### src/rtl/collision_detector.sv
// ---------------------------------------------------------------------------
// collision_detector
//
// Watches the pixel stream during scan-out and counts pixels where the
// player dot overlaps a hexagon wall. At each frame boundary (rising edge of
// VGA_VS) the count is evaluated. Enough consecutive "hit" frames outside the
// start-of-run grace window latch a sticky game_over for the game FSM.
//
// Optional feature macro: SURVIVAL_TIMER_EN
//   defined   : survival_frames counts frames survived in the current run
//   undefined : survival_frames is tied to zero
//
// Ports
//   Clk             in   1   system clock
//   Reset_h         in   1   synchronous active-high reset
//   DrawX           in  10   current pixel column
//   DrawY           in  10   current pixel row
//   VGA_VS          in   1   vertical sync (asynchronous), rise = frame boundary
//   State           in   3   game state: 1-3 playing, anything else menu
//   is_player       in   1   pixel belongs to the player dot
//   is_wall         in   1   pixel belongs to a wall
//   frame_hit       out  1   one-cycle pulse, evaluated frame was a hit
//   game_over       out  1   sticky collision verdict
//   overlap_cnt     out 12   overlap count of the last evaluated frame
//   survival_frames out 16   frames survived in the current run
// ---------------------------------------------------------------------------
module collision_detector #(
    parameter int HIT_THRESHOLD = 4,
    parameter int HIT_FRAMES    = 2,
    parameter int GRACE_FRAMES  = 30
) (
    input  logic        Clk,
    input  logic        Reset_h,
    input  logic [9:0]  DrawX,
    input  logic [9:0]  DrawY,
    input  logic        VGA_VS,
    input  logic [2:0]  State,
    input  logic        is_player,
    input  logic        is_wall,
    output logic        frame_hit,
    output logic        game_over,
    output logic [11:0] overlap_cnt,
    output logic [15:0] survival_frames
);

    typedef enum logic [1:0] {
        IDLE  = 2'd0,
        GRACE = 2'd1,
        PLAY  = 2'd2,
        DEAD  = 2'd3
    } state_t;

    localparam int          GRACE_LAST_I = (GRACE_FRAMES > 0) ? GRACE_FRAMES - 1 : 0;
    localparam logic [15:0] GRACE_LAST   = GRACE_LAST_I[15:0];
    localparam int          HIT_LAST_I   = (HIT_FRAMES > 1) ? HIT_FRAMES - 1 : 0;
    localparam logic [7:0]  HIT_LAST     = HIT_LAST_I[7:0];
    localparam logic [12:0] HIT_THR      = HIT_THRESHOLD[12:0];

    state_t       state_r;
    state_t       state_nxt_s;

    logic         vs_meta_r;
    logic         vs_sync_r;
    logic         vs_prev_r;
    logic         vs_rise_r;
    logic [2:0]   vs_vld_r;

    logic [19:0]  pix_prev_r;
    logic         pix_new_s;
    logic         pix_vis_s;
    logic         hit_pix_s;

    logic [11:0]  acc_r;
    logic [11:0]  acc_inc_s;
    logic [15:0]  grace_cnt_r;
    logic [7:0]   hit_run_r;
    logic         frame_hit_r;
    logic         game_over_r;
    logic [11:0]  overlap_cnt_r;

    logic         playing_s;
    logic         frame_is_hit_s;
    logic         eval_s;

    // Game state 1..3 means a level is being played
    always_comb begin
        playing_s = 1'b0;
        if ((State[2] == 1'b0) && (State[1:0] != 2'd0)) begin
            playing_s = 1'b1;
        end else begin
            playing_s = 1'b0;
        end
    end

    // VGA_VS synchroniser and registered rising-edge detector. vs_vld_r
    // suppresses the edge until prev holds a genuine post-reset sample.
    always_ff @(posedge Clk) begin
        if (Reset_h) begin
            vs_meta_r <= 1'b0;
            vs_sync_r <= 1'b0;
            vs_prev_r <= 1'b0;
            vs_rise_r <= 1'b0;
            vs_vld_r  <= 3'd0;
        end else begin
            vs_meta_r <= VGA_VS;
            vs_sync_r <= vs_meta_r;
            vs_prev_r <= vs_sync_r;
            vs_vld_r  <= {vs_vld_r[1:0], 1'b1};
            vs_rise_r <= vs_vld_r[2] & vs_sync_r & ~vs_prev_r;
        end
    end

    // Previous pixel coordinate, used to count each pixel once when the
    // system clock runs faster than the pixel clock
    always_ff @(posedge Clk) begin
        if (Reset_h) begin
            pix_prev_r <= 20'd0;
        end else begin
            pix_prev_r <= {DrawX, DrawY};
        end
    end

    // Pixel qualification and frame evaluation terms
    always_comb begin
        pix_new_s      = ({DrawX, DrawY} != pix_prev_r);
        pix_vis_s      = (DrawX < 10'd640) && (DrawY < 10'd480);
        hit_pix_s      = pix_new_s & pix_vis_s & is_player & is_wall;
        acc_inc_s      = (acc_r == 12'hFFF) ? acc_r : (acc_r + 12'd1);
        frame_is_hit_s = ({1'b0, acc_r} >= HIT_THR);
        eval_s         = (state_r == PLAY) && playing_s && vs_rise_r;
    end

    // FSM state register
    always_ff @(posedge Clk) begin
        if (Reset_h) begin
            state_r <= IDLE;
        end else begin
            state_r <= state_nxt_s;
        end
    end

    // FSM next-state logic; leaving levels 1..3 always returns to IDLE
    always_comb begin
        state_nxt_s = state_r;
        case (state_r)
            IDLE: begin
                if (playing_s) begin
                    state_nxt_s = (GRACE_FRAMES == 0) ? PLAY : GRACE;
                end else begin
                    state_nxt_s = IDLE;
                end
            end
            GRACE: begin
                if (!playing_s) begin
                    state_nxt_s = IDLE;
                end else if (vs_rise_r && (grace_cnt_r == GRACE_LAST)) begin
                    state_nxt_s = PLAY;
                end else begin
                    state_nxt_s = GRACE;
                end
            end
            PLAY: begin
                if (!playing_s) begin
                    state_nxt_s = IDLE;
                end else if (vs_rise_r && frame_is_hit_s && (hit_run_r >= HIT_LAST)) begin
                    state_nxt_s = DEAD;
                end else begin
                    state_nxt_s = PLAY;
                end
            end
            DEAD: begin
                if (!playing_s) begin
                    state_nxt_s = IDLE;
                end else begin
                    state_nxt_s = DEAD;
                end
            end
            default: begin
                state_nxt_s = IDLE;
            end
        endcase
    end

    // Overlap accumulator, grace counter, hit run and verdict registers.
    // On a frame boundary the pixel of that same cycle starts the new frame.
    always_ff @(posedge Clk) begin
        if (Reset_h) begin
            acc_r         <= 12'd0;
            grace_cnt_r   <= 16'd0;
            hit_run_r     <= 8'd0;
            frame_hit_r   <= 1'b0;
            game_over_r   <= 1'b0;
            overlap_cnt_r <= 12'd0;
        end else begin
            frame_hit_r <= eval_s & frame_is_hit_s;
            case (state_r)
                IDLE: begin
                    acc_r       <= 12'd0;
                    grace_cnt_r <= 16'd0;
                    hit_run_r   <= 8'd0;
                    game_over_r <= 1'b0;
                end
                GRACE: begin
                    if (!playing_s) begin
                        acc_r <= 12'd0;
                    end else if (vs_rise_r) begin
                        acc_r       <= hit_pix_s ? 12'd1 : 12'd0;
                        grace_cnt_r <= grace_cnt_r + 16'd1;
                    end else if (hit_pix_s) begin
                        acc_r <= acc_inc_s;
                    end else begin
                        acc_r <= acc_r;
                    end
                end
                PLAY: begin
                    if (!playing_s) begin
                        acc_r     <= 12'd0;
                        hit_run_r <= 8'd0;
                    end else if (vs_rise_r) begin
                        overlap_cnt_r <= acc_r;
                        acc_r         <= hit_pix_s ? 12'd1 : 12'd0;
                        if (frame_is_hit_s) begin
                            hit_run_r <= (hit_run_r == 8'hFF) ? hit_run_r : (hit_run_r + 8'd1);
                            if (hit_run_r >= HIT_LAST) begin
                                game_over_r <= 1'b1;
                            end else begin
                                game_over_r <= game_over_r;
                            end
                        end else begin
                            hit_run_r <= 8'd0;
                        end
                    end else if (hit_pix_s) begin
                        acc_r <= acc_inc_s;
                    end else begin
                        acc_r <= acc_r;
                    end
                end
                DEAD: begin
                    if (!playing_s) begin
                        acc_r       <= 12'd0;
                        hit_run_r   <= 8'd0;
                        game_over_r <= 1'b0;
                    end else begin
                        game_over_r <= 1'b1;
                    end
                end
                default: begin
                    acc_r <= 12'd0;
                end
            endcase
        end
    end

`ifdef SURVIVAL_TIMER_EN
    logic [15:0] surv_r;

    // Frames survived: cleared when a run starts, frozen in DEAD, held in IDLE
    always_ff @(posedge Clk) begin
        if (Reset_h) begin
            surv_r <= 16'd0;
        end else if ((state_r == IDLE) && (state_nxt_s != IDLE)) begin
            surv_r <= 16'd0;
        end else if (vs_rise_r && playing_s &&
                     ((state_r == GRACE) || (state_r == PLAY)) &&
                     (surv_r != 16'hFFFF)) begin
            surv_r <= surv_r + 16'd1;
        end else begin
            surv_r <= surv_r;
        end
    end

    assign survival_frames = surv_r;
`else
    assign survival_frames = 16'd0;
`endif

    assign frame_hit   = frame_hit_r;
    assign game_over   = game_over_r;
    assign overlap_cnt = overlap_cnt_r;

endmodule

### config.mk
export PLATFORM = sky130hd
export DESIGN_NAME = collision_detector
export DESIGN_NICKNAME = d
export VERILOG_FILES = /design/src/rtl/collision_detector.sv
export SDC_FILE = /design/constraint.sdc
export NUM_CORES = 1
export LEC_CHECK = 0
export ABC_AREA = 1
export CORE_MARGIN = 8
export CORE_UTILIZATION = 59
export DETAILED_ROUTE_END_ITERATION = 8
export PLACE_DENSITY = 0.85
export SLEW_MARGIN = 20
export SYNTH_ARGS = -nofsm -noshare
export SYNTH_HDL_FRONTEND = slang
export SYNTH_SLANG_ARGS = --single-unit
### constraint.sdc
create_clock -name Clk -period 2.8 [get_ports Clk]
set_input_delay 0.42 -clock Clk [delete_from_list [all_inputs] [get_ports Clk]]
set_output_delay 0.42 -clock Clk [all_outputs]
set_load 0.1 [all_outputs]
======== Word level (Yosys, flattened, before mapping) ========
Cells that the tools add are included.
operators by class
  add/subtract/negate cells ............... 3
  $mul .................................... 0
  divide/modulo/power cells ............... 0
  $lt $le $gt $ge ......................... 4
  equality and inequality tests ........... 18
  shift operators ......................... 0
  multiplexer cells ....................... 31
  bitwise logic cells ..................... 8
  reduce and logical (&&, ||, !) cells .... 17
operators by type and width
  kind                   number
  $mux 12                5
  $mux 8                 5
  $pmux 12 s3            1
  $mux 16                2
  $pmux 16 s2            1
  $pmux 8 s3             1
  $ne 20x20->1           1
  $add 16x1->16 const B  1
  $eq 16x5->1 const B    1
  $add 12x1->12 const B  1
  $eq 12x12->1 const B   1
  $ge 12x3->1 const B    1
  $ne 2x2->1 const B     6
  $ne 4x4->1 const B     3
  $lt 10x10->1 const B   1
  $lt 10x9->1 const B    1
  $mux 1                 10
  $reduce_and 3->1       3
  $add 8x1->8 const B    1
  $eq 8x8->1 const B     1
  $ge 8x1->1 const B     1
  $mux 2                 4
  $pmux 2 s4             1
  $logic_and 1x1->1      7
  other kinds (13)       21
storage, ports and cells
  register bits after elaboration ......... 79
  latch bits .............................. 0
  bits in writable memories ............... 0
  ROM bits ................................ 0
  input port bits ......................... 28
  output and inout bits ................... 30
  word-level logic and storage cells ...... 95
  memories kept ........................... 0

======== Logic depth before layout (Yosys ltp) ========
  word-level depth ........................ 9
  mapped depth ............................ 13
  mapped depth without buffers ............ 13

======== Least setup slack after synthesis ========
Ideal clock, no wire load.
  kind .................................... register to register
  from .................................... register acc_r[0]
  to ...................................... register acc_r[6]
  library setup time ...................... 115 ps
  data arrival time ....................... 1,545 ps
  data required time ...................... 2,685 ps
  slack ................................... 1,140 ps
  stages on the path, launching flop included .. 12
  buffers on the path ..................... 1
  period minus slack after synthesis ...... 1,660 ps
  cells stage by stage .................... dfxtp_1 ha_1 nand2_1 nor2_1 nand2_1 nor4_2 nand3_1 nand2_1 inv_2 buf_6 a21oi_1 nor2_1
between the ends
  word-level cells in the longest chain between the ends .. 6
  elaborated cells between the ends (all ways) .. 9
  those cells by class .................... 1 x add/sub; 2 x eq/ne; 5 x mux; 1 x reduce/logical
ends and longest elaborated chain
  element                 line      RTL
  from (decl)             73        logic [11:0] acc_r;
  from (signal assigned)  207       acc_r <= hit_pix_s ? 12'd1 : 12'd0;
  from (signal assigned)  210       acc_r <= acc_inc_s;
  from (signal assigned)  212       acc_r <= acc_r;
  $add 12x1->12           128       acc_inc_s = (acc_r == 12'hFFF) ? acc_r : (acc_r + 12'd1);
  $mux 12                 128
  $mux 12                 209, 232
  $mux 12                 206       end else if (vs_rise_r) begin
  $mux 12                 216       if (!playing_s) begin
  $pmux 12 s3             196       case (state_r)
Several ways; a longest one is shown, not always the timed one. The select of a mux whose other input is x is not followed.
A chain may end at the register's enable or synchronous reset.

======== Final worst setup path ========
  from .................................... register acc_r[1]
  to ...................................... register acc_r[0]
between the ends
  word-level cells in the longest chain between the ends .. 3
ends and longest elaborated chain
  element                            line
  $eq 12x12->1                       128
  $ne 4x4->1 (no source line)        --
  $reduce_and 3->1 (no source line)  --
No other way between the ends.

==> qor.txt <==
Outcome -> finished clean
Critical Path RT -> 3.05 ns
Clock Path Buffers -> 2
Core Area -> 6790 um2
Placed cells -> 742
Synth warn -> 0
Initial core utilization -> 61.2%
Final setup violation count -> 0
Syn avg cell area -> 6.76 um2
WS Path Type -> reg -> reg
H-tree Lvls -> 3
Drc violations -> 0
Fin Setup TNS -> 0 ns
Final HPWL from detailed placement -> 6820 um
Number of synthesized register bits -> 79
TritonCTS clock tree -> built
Die height -> 99.9 um
Final slew viol count -> 0
Final WL -> 9160 um
Post_cts resized -> 0
Number of global-route vias before repair -> 3661
Filler Cells Inserted -> 594
CTS Hold Bufs -> 0
WL/cell -> 12.1 um
Hold crit path type -> reg -> reg
Crit path DAT -> 2.33 ns
Initial antenna violation count -> 0
Final period util -> 74.3%
Hold Path Origin -> vs_prev_r
CTS clock-pin slew for the worst setup and hold paths -> 0.08 ns
Port Buffer Count -> 41
Total Nets Final -> 697
Crit-path max FO -> 19
Layout Cells excl Fill -> 758
Num rows -> 30
GRT overflow -> 0
Area of the die -> 9990 um2
Largest net degree at the start of global routing -> 46
Syn-to-layout area delta -> 14.3%
Cell Area, Synth -> 4160 um2
Global-route wire length before repair -> 15900 um
Iter 0 DRT Violations -> 229
CTS buffer count -> 9
Largest cells by area after synthesis -> dfxtp_1 38%, nand2_1 13%, nor2_1 8.7%, inv_1 7.7%, nand3_1 5.4%
Gr usage total -> 19.3%
Ys flop type -> dfxtp_1
Routed Antenna Nets -> 0
Clock tree root driver cell -> clkbuf_8
Synth top cells by count -> 141 x nand2_1, 96 x nor2_1, 85 x inv_1
Die width -> 99.9 um
Critical Path Source -> acc_r[1]
Post-synthesis sequential area ratio -> 38.0%
Post-synth EDFFs -> 0
LEAKAGE -> 2.02 nW
Max-Cap Viols -> 0
Crit start category -> flip-flop
Layout cells sized above 1 -> 8.61%
Vias -> 3849
CTS sink cnt -> 79
Slew Limit Headroom -> 55.2%
GP Congestion -> 0.966
Detailed Routing Iterations Pass 1 -> 5
Routed vias/inst -> 5.08
Count leader, synth -> nand2_1
Max IR drop VDD -> 0.258 mV
Reg-to-Reg Start -> acc_r[1]
Clock Skews -> 0.00766 ns
Crit. End Element -> flip-flop
Syn Inst Count -> 615
Fin crit period -> 2.08 ns
Post-synth top area cell -> dfxtp_1
Worst-margin pin slew -> 0.670 ns
Synth cell types -> 42
Top-area cell type share of the netlist area -> 38.0%
Synth async-reset ratio -> 0%
Hold Vio Cnt, Final -> 0
Diode count -> 0
Worst-Skew Late Latency -> 0.35 ns
F_max -> 0.481 GHz
Io pins -> 58
PD cells -> 484 nW/um2
RSZ-0062 raised after global routing -> false
Setup repair bufs after CTS -> 0
power breakdown:
group	leakage, nW	switching, mW	internal, mW	total (mW)
Combinational	1.28	0.207	0.0839	0.291
Sequential	0.644	0.0174	1.15	1.16
Clock	0.0981	0.413	0.431	0.844
flip-flops by register name (all words and copies together), names as in the netlist:
signal / flops
pix_prev_r: 20
grace_cnt_r: 16
acc_r: 12
overlap_cnt: 12
hit_run_r: 8
vs_vld_r: 3
state_r: 2
frame_hit: 1
game_over: 1
vs_meta_r: 1
vs_prev_r: 1
vs_rise_r: 1
vs_sync_r: 1
stage by stage:
stage | util [%] | area, um2 | total power [mW] | hold WS, ns | setup WS [ns]
2_1_floorplan | - | 4210 | 1.42 | 0.366 | 1.14
6_report | 69.9 | 4750 | 2.30 | 0.379 | 0.720
5_1_grt | 69.9 | 4750 | 2.40 | 0.415 | 0.504
3_5_place_dp | 67.0 | 4550 | 1.48 | 0.375 | 0.403
4_1_cts | 69.9 | 4750 | 2.32 | 0.381 | 0.758
3_3_place_gp | 67.0 | 4550 | 1.47 | 0.371 | 0.511
cell usage in the layout, fill, tap and decap left out, types with 3 or more instances in the layout:
cell type / Yosys / layout
buf_4: 17 / 17
nor4_1: 4 / 4
o21ai_0: 12 / 12
ha_1: 12 / 12
dfxtp_1: 79 / 79
o22ai_1: 3 / 3
nor3_1: 20 / 20
a21oi_1: 41 / 41
nand2_1: 141 / 141
nand2_2: 3 / 3
nor2_2: 3 / 3
clkinv_2: 0 / 3
nand3_1: 45 / 45
nor2_1: 96 / 96
xnor2_1: 4 / 4
clkbuf_8: 0 / 10
nand4_1: 10 / 10
clkdlybuf4s50_1: 0 / 27
xor2_1: 3 / 3
conb_1: 1 / 16
inv_1: 85 / 85
final cells by class:
| type | count | area [um2] | area share, % |
|---|---|---|---|
| Tap cell | 96 | 120 | 2.53 |
| Clock buffer | 10 | 138 | 2.90 |
| Sequential cell | 79 | 1580 | 33.3 |
| Multi-Input combinational cell | 434 | 2120 | 44.6 |
| Clock inverter | 6 | 60.1 | 1.26 |
| Inverter | 89 | 337 | 7.08 |
| Timing Repair Buffer | 44 | 398 | 8.38 |
path summary, 6_finish.rpt:
| check | slack (ns) | cells past startpoint | endpoint |
|---|---|---|---|
| setup / recovery | 0.72 | 12 | acc_r[0] |
| hold / removal | 0.38 | 1 | vs_rise_r |
| setup reg to reg | 0.72 | 12 | acc_r[0] |
| hold reg to reg | 0.38 | 1 | vs_rise_r |
per-layer routing:
| layer | GRT usage (%) | routed length, um | up-vias |
|---|---|---|---|
| li1 | - | - | 1991 |
| met1 | 21.6 | 3940 | 1725 |
| met2 | 33.6 | 4530 | 113 |
| met3 | 4.57 | 505 | 20 |
| met4 | 9.20 | 183 | 0 |
| met5 | 0 | 0 | - |
logic make-up (layout without fill, tap and decap cells):
logic type,Yosys count,in the layout,share of synthesized area [%]
and+or+nand+nor,334,334,35.7
buffers and inverters,117,149,12.4
DFF,79,79,38.0
AOI/OAI and AO/OA,65,65,8.73
adders and majority gates,12,12,3.61
xor gates and xnor gates,7,7,1.48
other,1,16,0.0902
critical path, stage by stage, from the launching register on:
cell,delay [ns]
dfxtp_1,0.45
ha_1,0.33
nand2_1,0.12
nor2_1,0.17
nand2_1,0.12
nor4_2,0.14
nand3_1,0.10
nand2_1,0.08
inv_2,0.13
nand2_2,0.16
nand2_1,0.07
nand2_1,0.06
nor2_1,0.04
Note: power is estimated with default switching activity, not from simulation.
